===== config.mk =====
export PLATFORM = sky130hd
export DESIGN_NAME = alu
export DESIGN_NICKNAME = d
export VERILOG_FILES = /design/src/rtl/alu.sv
export SDC_FILE = /design/constraint.sdc
export NUM_CORES = 1
export LEC_CHECK = 0
export BUFFER_PORTS_ARGS = -buffer_cell sky130_fd_sc_hd__buf_2
export CAP_MARGIN = 20
export CORE_AREA = 5 5 42 44
export CTS_BUF_LIST = sky130_fd_sc_hd__clkbuf_2 sky130_fd_sc_hd__clkbuf_4 sky130_fd_sc_hd__clkbuf_8
export DETAILED_ROUTE_END_ITERATION = 12
export DIE_AREA = 0 0 47 49
export SETUP_SLACK_MARGIN = 0.2
export SYNTH_ARGS = -nofsm -noshare
export SYNTH_HDL_FRONTEND = slang
export SYNTH_SLANG_ARGS = --single-unit

===== constraint.sdc =====
create_clock -name clk -period 1.4 [get_ports clk]
set_clock_uncertainty 0.1 [all_clocks]
set_input_delay 0.21 -clock clk [delete_from_list [all_inputs] [get_ports clk]]
set_output_delay 0.21 -clock clk [all_outputs]
set_load 0.05 [all_outputs]

===== src/rtl/alu.sv =====
// Registered unsigned adder slice: captures a + b into c on a valid clock edge
// and holds c otherwise. c is cleared asynchronously while reset is low.
module alu #(
    parameter int DATA_W = 4,
    parameter int OUT_W  = 7
) (
    input  logic              clk,
    input  logic              reset,
    input  logic [DATA_W-1:0] a,
    input  logic [DATA_W-1:0] b,
    input  logic              valid,
    output logic [OUT_W-1:0]  c
);

    // The result must hold the carry-out, so it needs at least one bit beyond the operands
    generate
        if (OUT_W < DATA_W + 1) begin : g_width_check
            $error("alu: OUT_W must be >= DATA_W+1");
        end
    endgenerate

    logic [OUT_W-1:0] sum_s;
    logic [OUT_W-1:0] c_d;
    logic [OUT_W-1:0] c_q;

    // Zero-extended sum; operands are widened first so the carry lands in bit DATA_W
    always_comb begin
        sum_s = {OUT_W{1'b0}};
        sum_s = OUT_W'(a) + OUT_W'(b);
    end

    // Next-state select; operands are ignored while valid is low, so X on them cannot reach c
    always_comb begin
        c_d = c_q;
        if (valid) begin
            c_d = sum_s;
        end else begin
            c_d = c_q;
        end
    end

    // Result register with asynchronous active-low clear
    always_ff @(posedge clk or negedge reset) begin
        if (!reset) begin
            c_q <= {OUT_W{1'b0}};
        end else begin
            c_q <= c_d;
        end
    end

    assign c = c_q;

endmodule


==> results.cfg, run 1 <==
[global_route]
grt_remaining_overflow = 0
grt_max_degree = 11
grt_pass1_wl_mm = 1.38
grtUsageTotal_pct = 8.22
grt_pass1_vias = 329
antenna_found_initial = 0

[synth]
yosys_warnings = 0
async_flop_share_pct = 100
synth_area_leaders = dfrtp_1 (34%), ha_1 (14%), inv_1 (6.2%)
synthDistinctLibCells = 21
synth_cells = 35
synth.avg_cell_area_sq_um = 10.4
synth-edff-count = 0
synthFlopType = dfrtp_1
synth_seq_cells = 5
synth_top_area_share_pct = 34.4
ys_seq_area_share_pct = 34.4
syn_area_sq_um = 364
synth_top_area_cell = dfrtp_1

[final_layout]
fillerInstances = 148
nNetsFinal = 71
largest_reg_flops = 5
n_antenna_cell = 0
drive_gt1_share_pct = 51.9
fin_area_sq_um = 532
final_util_pct = 37.9
area_growth_pct = 46.0

[power_and_ir_drop]
vdd_ir_drop_max_mv = 0.681
seq_power_share_pct = 29.5
power.switching_uw = 237
power.density_mw_per_mm2 = 1160
clockPowerShare_pct = 30.2
p_int_uw = 381
p_comb_share_pct = 40.3
p_leak_uw = 0.000253
switching_share_pct = 38.4

[setup_path]
r2r-end = c[3]
crit-reg2reg-launch = c[3]
worstPathRequired_ns = 1.42
endpoint_kind = flop
critPathArrivalTime_ns = 1.22
cp-start-kind = input pin
reg2regPathDepth = 3
r2r_slack_ns = 0.34
cp_max_fo = 2
path_class = input pin to flop

[detailed_routing]
vias_per_cell = 4.39
antenna_left = 0
wl_met3_um = 103
drc_errors = 0
drtPass1Iterations = 3
vias = 307
top_layer_used = met3
drt-wirelength-per-cell_um = 11.2
drt-initial-drc-count = 1
wirelength_met1_um = 291
dr_wl_met2_um = 390
wl_um = 785

[min_path]
hold_end = c[1]
whs_path_depth = 2
hp-class = input pin to flop
hp-start = valid

[floorplan]
floorplan.io_pins = 18
die_y_um = 49
rows = 14
die-area_sq_mm = 0.00230
start_util_pct = 26.0
die_w_um = 47
coreArea_sq_mm = 0.00140

[clock_tree]
cts-buffers-inserted = 3
cts_tree = yes
htree_levels = 1
root_buffer = clkbuf_4
clkLatencyLatePin_ns = 0.24
cts.clk_slew.worst_paths_ns = 0.04
clock-sinks = 5
clock_path_buffers = 2
post_cts_buffers = 0

[place]
place_hpwl_um = 670
dpl_cell_area_sq_um = 485
place_congestion = 0.696
portBuffers = 15

[job]
drv_cap = 0

[sta]
finalCriticalPeriod_ns = 1.20
hold_violations = 0
grt_setup_unrepaired = yes
finalMaxSlewViolations = 0
clock.fmax_mhz = 833
finalCritPeriodShare_pct = 85.7
final-setup-viol-count = 0

[run_status]
status = finished, final reports clean
==> layout by cell type, fill, tap and decap left out, types with 2 or more instances in the layout <==
master	synthesis	layout
nor2b_1	2	2
clkbuf_4	0	4
inv_1	6	5
ha_4	0	3
buf_2	0	15
dfrtp_1	5	4
conb_1	1	2
==> metal layers <==
metal,track usage [%],vias up
li1,-,152
met4,1.38,0
met5,0,-
met2,11.1,15
met3,6.27,0
met1,10.5,140
==> logic make-up (layout without fill, tap and decap cells) <==
| kind of cell | count (synthesis) | in the layout | share of synthesized area (%) |
|---|---|---|---|
| buffers and inverters | 9 | 27 | 13.4 |
| AND/OR/NAND/NOR | 6 | 6 | 11.7 |
| adder cells (fa/ha/maj) | 5 | 5 | 19.2 |
| AO/OA/AOI/OAI | 5 | 5 | 8.93 |
| flip-flops | 5 | 5 | 34.4 |
| multiplexers | 3 | 3 | 8.93 |
| other | 1 | 2 | 1.03 |
| XOR/XNOR | 1 | 1 | 2.41 |
==> synth_stat cells, drive strengths merged, types with 2 or more instances <==
cell type / count
ha: 4
mux2: 2
nor2b: 2
inv: 6
dfrtp: 5
buf: 3
==> through the flow <==
stage	setup slack (ns)	total power, uW	std cells	hold WS, ns	TNS, ns
after global placement	-0.0421	424	65	-0.0697	-0.0421
after global routing	0.154	658	70	0.227	0
after detailed placement	-0.0731	431	65	-0.0635	-0.0731
after CTS	0.202	623	70	0.205	0
after floorplan	0.0995	370	36	-0.186	0
final	0.200	618	70	0.214	0
==> power groups by stage <==
stage | combinational [uW] | clock (uW) | sequential [uW]
after floorplan | 90.6 | 0 | 279
after global placement | 239 | 0 | 185
after detailed placement | 246 | 0 | 185
after CTS | 248 | 191 | 183
after global routing | 273 | 199 | 187
final | 249 | 186 | 183
==> timing repair <==
| action | 4_1_cts | 5_1_grt |
|---|---|---|
| hold endpoints to repair | 5 | 0 |
| endpoints found under the setup margin | 1 | 2 |
| hold buffers | 1 | 0 |
| pin swaps | 1 | 0 |
| gates cloned | 0 | 0 |
| resized for setup | 0 | 1 |
==> critical path, stage by stage <==
cell	delay [ns]
buf_2	0.11
ha_4	0.14
inv_2	0.04
fa_2	0.35
xnor2_1	0.13
mux2_2	0.26
==> cell type report <==
cell class / count / area (sq um) / area share, %
multi-input combinational: 22 / 240 / 45.2
sequential: 5 / 126 / 23.8
timing repair buffer: 17 / 92.6 / 17.4
clock buffer: 4 / 30.0 / 5.65
inverter: 6 / 22.5 / 4.24
tap: 16 / 20.0 / 3.76
==> how the worst max path moves through the flow <==
stage          startpoint    to  slack [ns]  cells past startpoint
6_report             a[0]  c[2]        0.20                      6
5_1_grt              a[0]  c[2]        0.15                      6
4_1_cts              a[0]  c[2]        0.20                      6
3_5_place_dp         a[0]  c[2]       -0.07                      6
3_3_place_gp         a[0]  c[2]       -0.04                      6
2_1_floorplan        a[0]  c[2]         0.1                      5
No activity file was read; power rests on OpenSTA's default activity.
==> inputs of run 2 (changes only) <==
--- a/config.mk
+++ b/config.mk
@@ -5,6 +5,7 @@
 export SDC_FILE = /design/constraint.sdc
 export NUM_CORES = 1
 export LEC_CHECK = 0
+export ABC_AREA = 1
 export BUFFER_PORTS_ARGS = -buffer_cell sky130_fd_sc_hd__buf_2
 export CAP_MARGIN = 20
 export CORE_AREA = 5 5 42 44
==> results.cfg, run 2 <==
[place]
place_hpwl_um = 632
portBuffers = 15
place_congestion = 0.754

[floorplan]
rows = 14
floorplan.io_pins = 18
die_y_um = 49
coreArea_sq_mm = 0.00140
start_util_pct = 25.0
die_w_um = 47
die-area_sq_mm = 0.00230

[setup_path]
cp_num_buf_inv = 1
crit_chain = buf_2
critPathMaxStageDelay_ns = 0.34
cp-start-kind = flop
worstPathRequired_ns = 1.09
crit_start = c[3]
r2r_slack_ns = 0.69
path_class = flop to output pin
critPathArrivalTime_ns = 0.84
crit-reg2reg-launch = c[1]
critPathTopFamily = flip-flops
cp_max_fo = 2
worst_path_max_delay_cell = dfrtp_1
endpoint_kind = output pin

[synth]
syn_area_sq_um = 350
synth_top_area_cell = dfrtp_1
synth_cells = 44
synth_seq_cells = 5
yosysMostFrequentCell = nand2_1
ys_seq_area_share_pct = 35.7
yosys_warnings = 0
synthFlopType = dfrtp_1
synth-edff-count = 0
synth_top_area_share_pct = 35.7
synth.avg_cell_area_sq_um = 7.96
synth_area_leaders = dfrtp_1 (36%), ha_1 (14%), nand2_1 (12%)
synthDistinctLibCells = 14
async_flop_share_pct = 100
synthTopCellsByCount = nand2_1 (11), inv_1 (6), dfrtp_1 (5)

[sta]
finalCriticalPeriod_ns = 1.15
grt_setup_unrepaired = no
finalMaxSlewViolations = 0
clock.fmax_mhz = 869
hold_violations = 0
final-setup-viol-count = 0
finalSetupTns_ns = 0
finalCritPeriodShare_pct = 82.2

[clock_tree]
post_cts_buffers = 0
cts_tree = yes
cts-buffers-inserted = 3
clkLatencyLatePin_ns = 0.24
root_buffer = clkbuf_4
cts.clk_slew.worst_paths_ns = 0.04
clock_path_buffers = 2
clock-sinks = 5
htree_levels = 1

[detailed_routing]
vias_per_cell = 4.23
drt-wirelength-per-cell_um = 9.18
vias = 334
wirelength_met1_um = 279
dr_wl_met2_um = 365
top_layer_used = met3
drtPass1Iterations = 2
drt-initial-drc-count = 6
wl_um = 725
antenna_left = 0
drc_errors = 0
wl_met3_um = 80

[run_status]
status = finished, final reports clean

[final_layout]
n_antenna_cell = 0
drive_gt1_share_pct = 38.1
nNetsFinal = 80
mostFrequentLayoutCells = buf_2 (14), nand2_1 (11), inv_1 (5), dfrtp_1 (5), clkbuf_4 (5)
final_common_cell = buf_2
area_growth_pct = 40.4
largest_reg_flops = 5

[power_and_ir_drop]
vdd_ir_drop_max_mv = 0.628
p_leak_uw = 0.000271
totalPowerFinal_uw = 568
power.density_mw_per_mm2 = 1160

[global_route]
grt_pass1_vias = 322
grt_remaining_overflow = 0
grt_max_degree = 8
grt_pass1_wl_mm = 1.24
antenna_found_initial = 0
grtUsageTotal_pct = 7.80

[job]
drv_cap = 0

[min_path]
hp-class = input pin to flop
hp-start = valid
run 2: changes by cell type after synthesis, sizes merged, moves of 2 or more:
| cell | delta |
|---|---|
| mux2 | -2 |
| nand2 | +11 |
| nand3 | +3 |
| nor2 | +2 |
| nor2b | -2 |
| o21ai | +2 |
run 2: through the flow:
step | instance area [sq um] | std cells | setup WS [ns] | util (%) | hold slack [ns]
6_report | 492 | 79 | 0.249 | 35.1 | 0.118
5_1_grt | 492 | 79 | 0.217 | 35.1 | 0.112
4_1_cts | 489 | 79 | 0.236 | 34.9 | 0.115
3_5_place_dp | 449 | 74 | 0.0519 | 32.1 | -0.0709
3_3_place_gp | 449 | 74 | 0.0603 | 32.1 | -0.0715
2_1_floorplan | 369 | 45 | 0.236 | - | -0.186
run 2: logic make-up (layout without fill, tap and decap cells):
family          Yosys count  after routing  synth area share, %
compound gates            5              5                 8.21
xor+xnor                  1              1                 2.50
fa+ha+maj                 5              5                 20.0
buf+inv                   9             27                 11.8
flops                     5              5                 35.7
other cells               1              2                 1.07
simple gates             18             18                 20.7
run 2: final timing paths:
path                       depth (start not counted)    to
setup / recovery                                   1  c[3]
hold / removal                                     3  c[0]
setup reg to reg                                   2  c[1]
hold reg to reg                                    2  c[0]
max in group asynchronous                          2  c[0]
min in group asynchronous                          2  c[3]
run 2: power breakdown:
group	switching (uW)	internal [uW]	leakage, uW
sequential	9.56	166	0.0000599
clock	56.3	127	0.0000184
combinational	147	62.2	0.000193
total	213	355	0.000271
run 2: layout make-up:
type                       count  area (sq um)
sequential                     5           125
tap                           16          20.0
timing repair buffer          16          87.6
inverter                       7          26.3
multi-input combinational     31           203
clock buffer                   4          30.0
fill                         158           910
run 2: what timing repair did:
action,in CTS,in global routing
resized for setup,0,1
hold endpoints to repair,5,0
endpoints found under the setup margin,0,1
hold buffers,1,0
run 2: metal layers:
metal | vias up | track usage, %
met5 | - | 0
met4 | 0 | 2.76
met3 | 0 | 7.01
met2 | 12 | 11.1
met1 | 149 | 8.09
li1 | 173 | -
==> inputs of run 3 (changes only) <==
==> constraint.sdc (replaced) <==
create_clock -name clk -period 1.1 [get_ports clk]
set_clock_uncertainty 0.1 [all_clocks]
set_input_delay 0.165 -clock clk [delete_from_list [all_inputs] [get_ports clk]]
set_output_delay 0.165 -clock clk [all_outputs]
set_load 0.05 [all_outputs]
==> results.cfg, run 3 (same netlist as run 2, synthesis figures left out) <==
[setup_path]
critPathTopFamily = flip-flops
critPathArrivalTime_ns = 0.79
reg2regPathDepth = 4
cp-start-kind = flop
worst_path_max_delay_cell = dfrtp_1
cp_max_fo = 2
endpoint_kind = output pin
path_class = flop to output pin
cp.depth = 1
worstPathRequired_ns = 0.83
critPathMaxStageDelay_ns = 0.39
cp_num_buf_inv = 1
crit_chain = buf_6

[final_layout]
n_antenna_cell = 0
final_common_cell = buf_6
area_growth_pct = 83.6
seq_area_sq_um = 128
multiInputGateArea_sq_um = 240
largest_reg_flops = 5
mostFrequentLayoutCells = buf_6 (11), nand2_1 (9), buf_2 (7)
drive_gt1_share_pct = 55.7
final_util_pct = 45.9
nNetsFinal = 87
fillerInstances = 146

[min_path]
whs_path_depth = 3
hp-class = input pin to flop

[sta]
finalMaxSlewViolations = 0
hold_violations = 0
final-setup-viol-count = 0
setup_ws_ns = 0.0452
clock.fmax_mhz = 948
finalCritPeriodShare_pct = 95.9
grt_setup_unrepaired = yes
finalCriticalPeriod_ns = 1.05

[clock_tree]
clock_path_buffers = 2
clock-sinks = 5
cts_tree = yes
cts-buffers-inserted = 3
root_buffer = clkbuf_4
htree_levels = 1
clkLatencyLatePin_ns = 0.24
cts.clk_slew.worst_paths_ns = 0.04

[power_and_ir_drop]
power.density_mw_per_mm2 = 1310
p_leak_uw = 0.000325
vdd_ir_drop_max_mv = 0.362
totalPowerFinal_uw = 843

[global_route]
grt_max_degree = 8
grt_remaining_overflow = 0
grt_pass1_wl_mm = 1.18
grt_pass1_vias = 346
grtUsageTotal_pct = 6.99
antenna_found_initial = 0

[floorplan]
start_util_pct = 25.0
die-area_sq_mm = 0.00230
rows = 14
coreArea_sq_mm = 0.00140
floorplan.io_pins = 18
die_y_um = 49
die_w_um = 47

[detailed_routing]
drc_errors = 0
drtPass1Iterations = 4
wl_um = 764
vias_per_cell = 4.07
vias = 350
drt-wirelength-per-cell_um = 8.88
drt-initial-drc-count = 4
antenna_left = 0

[place]
portBuffers = 15
place_congestion = 0.719
dp_slack_ns = -0.173
place_hpwl_um = 623

[job]
drv_cap = 0

[run_status]
status = finished, final reports clean
-- run 3: power by group --
| part | switching, uW | leakage [uW] | total, uW | internal (uW) |
|---|---|---|---|---|
| clock network | 68.1 | 0.0000184 | 229 | 161 |
| logic | 206 | 0.000249 | 381 | 175 |
| registers | 19.3 | 0.0000577 | 233 | 213 |
-- run 3: metrics by stage --
step | instance area [sq um] | setup TNS, ns | hold slack, ns | cells
2_1_floorplan | 400 | -0.0145 | -0.231 | 45
3_5_place_dp | 495 | -0.562 | -0.117 | 76
4_1_cts | 598 | 0 | 0.0767 | 83
6_report | 643 | 0 | 0.0840 | 86
3_3_place_gp | 495 | -0.514 | -0.118 | 76
5_1_grt | 643 | 0 | 0.0982 | 86
-- run 3: layout make-up --
cell class | instances | area share (%)
repair buffers | 23 | 30.9
multi-input cells | 31 | 37.4
clock buffers | 4 | 4.67
flip-flops and latches | 5 | 19.8
well taps | 16 | 3.11
inverters | 7 | 4.09
-- run 3: worst paths after layout --
check                      start    to  slack, ns
setup reg to reg            c[2]  c[2]       0.15
hold reg to reg             c[0]  c[0]       0.39
hold / removal             valid  c[0]       0.08
setup / recovery            c[1]  c[1]       0.05
max in group asynchronous  reset  c[0]       0.57
min in group asynchronous  reset  c[2]       0.18
-- run 3: routing by layer --
layer / GRT usage (%) / routed length (um)
met1: 6.65 / 302
met2: 12.0 / 419
met3: 1.48 / 42
met4: 5.53 / 0
met5: 0 / 0
-- run 3: what timing repair did --
action	4_1_cts	5_1_grt
hold endpoints to repair	5	0
setup endpoints to repair	9	9
gates resized for setup	13	6
pin swaps	5	3
hold buffers	1	0
buffers inserted	2	3
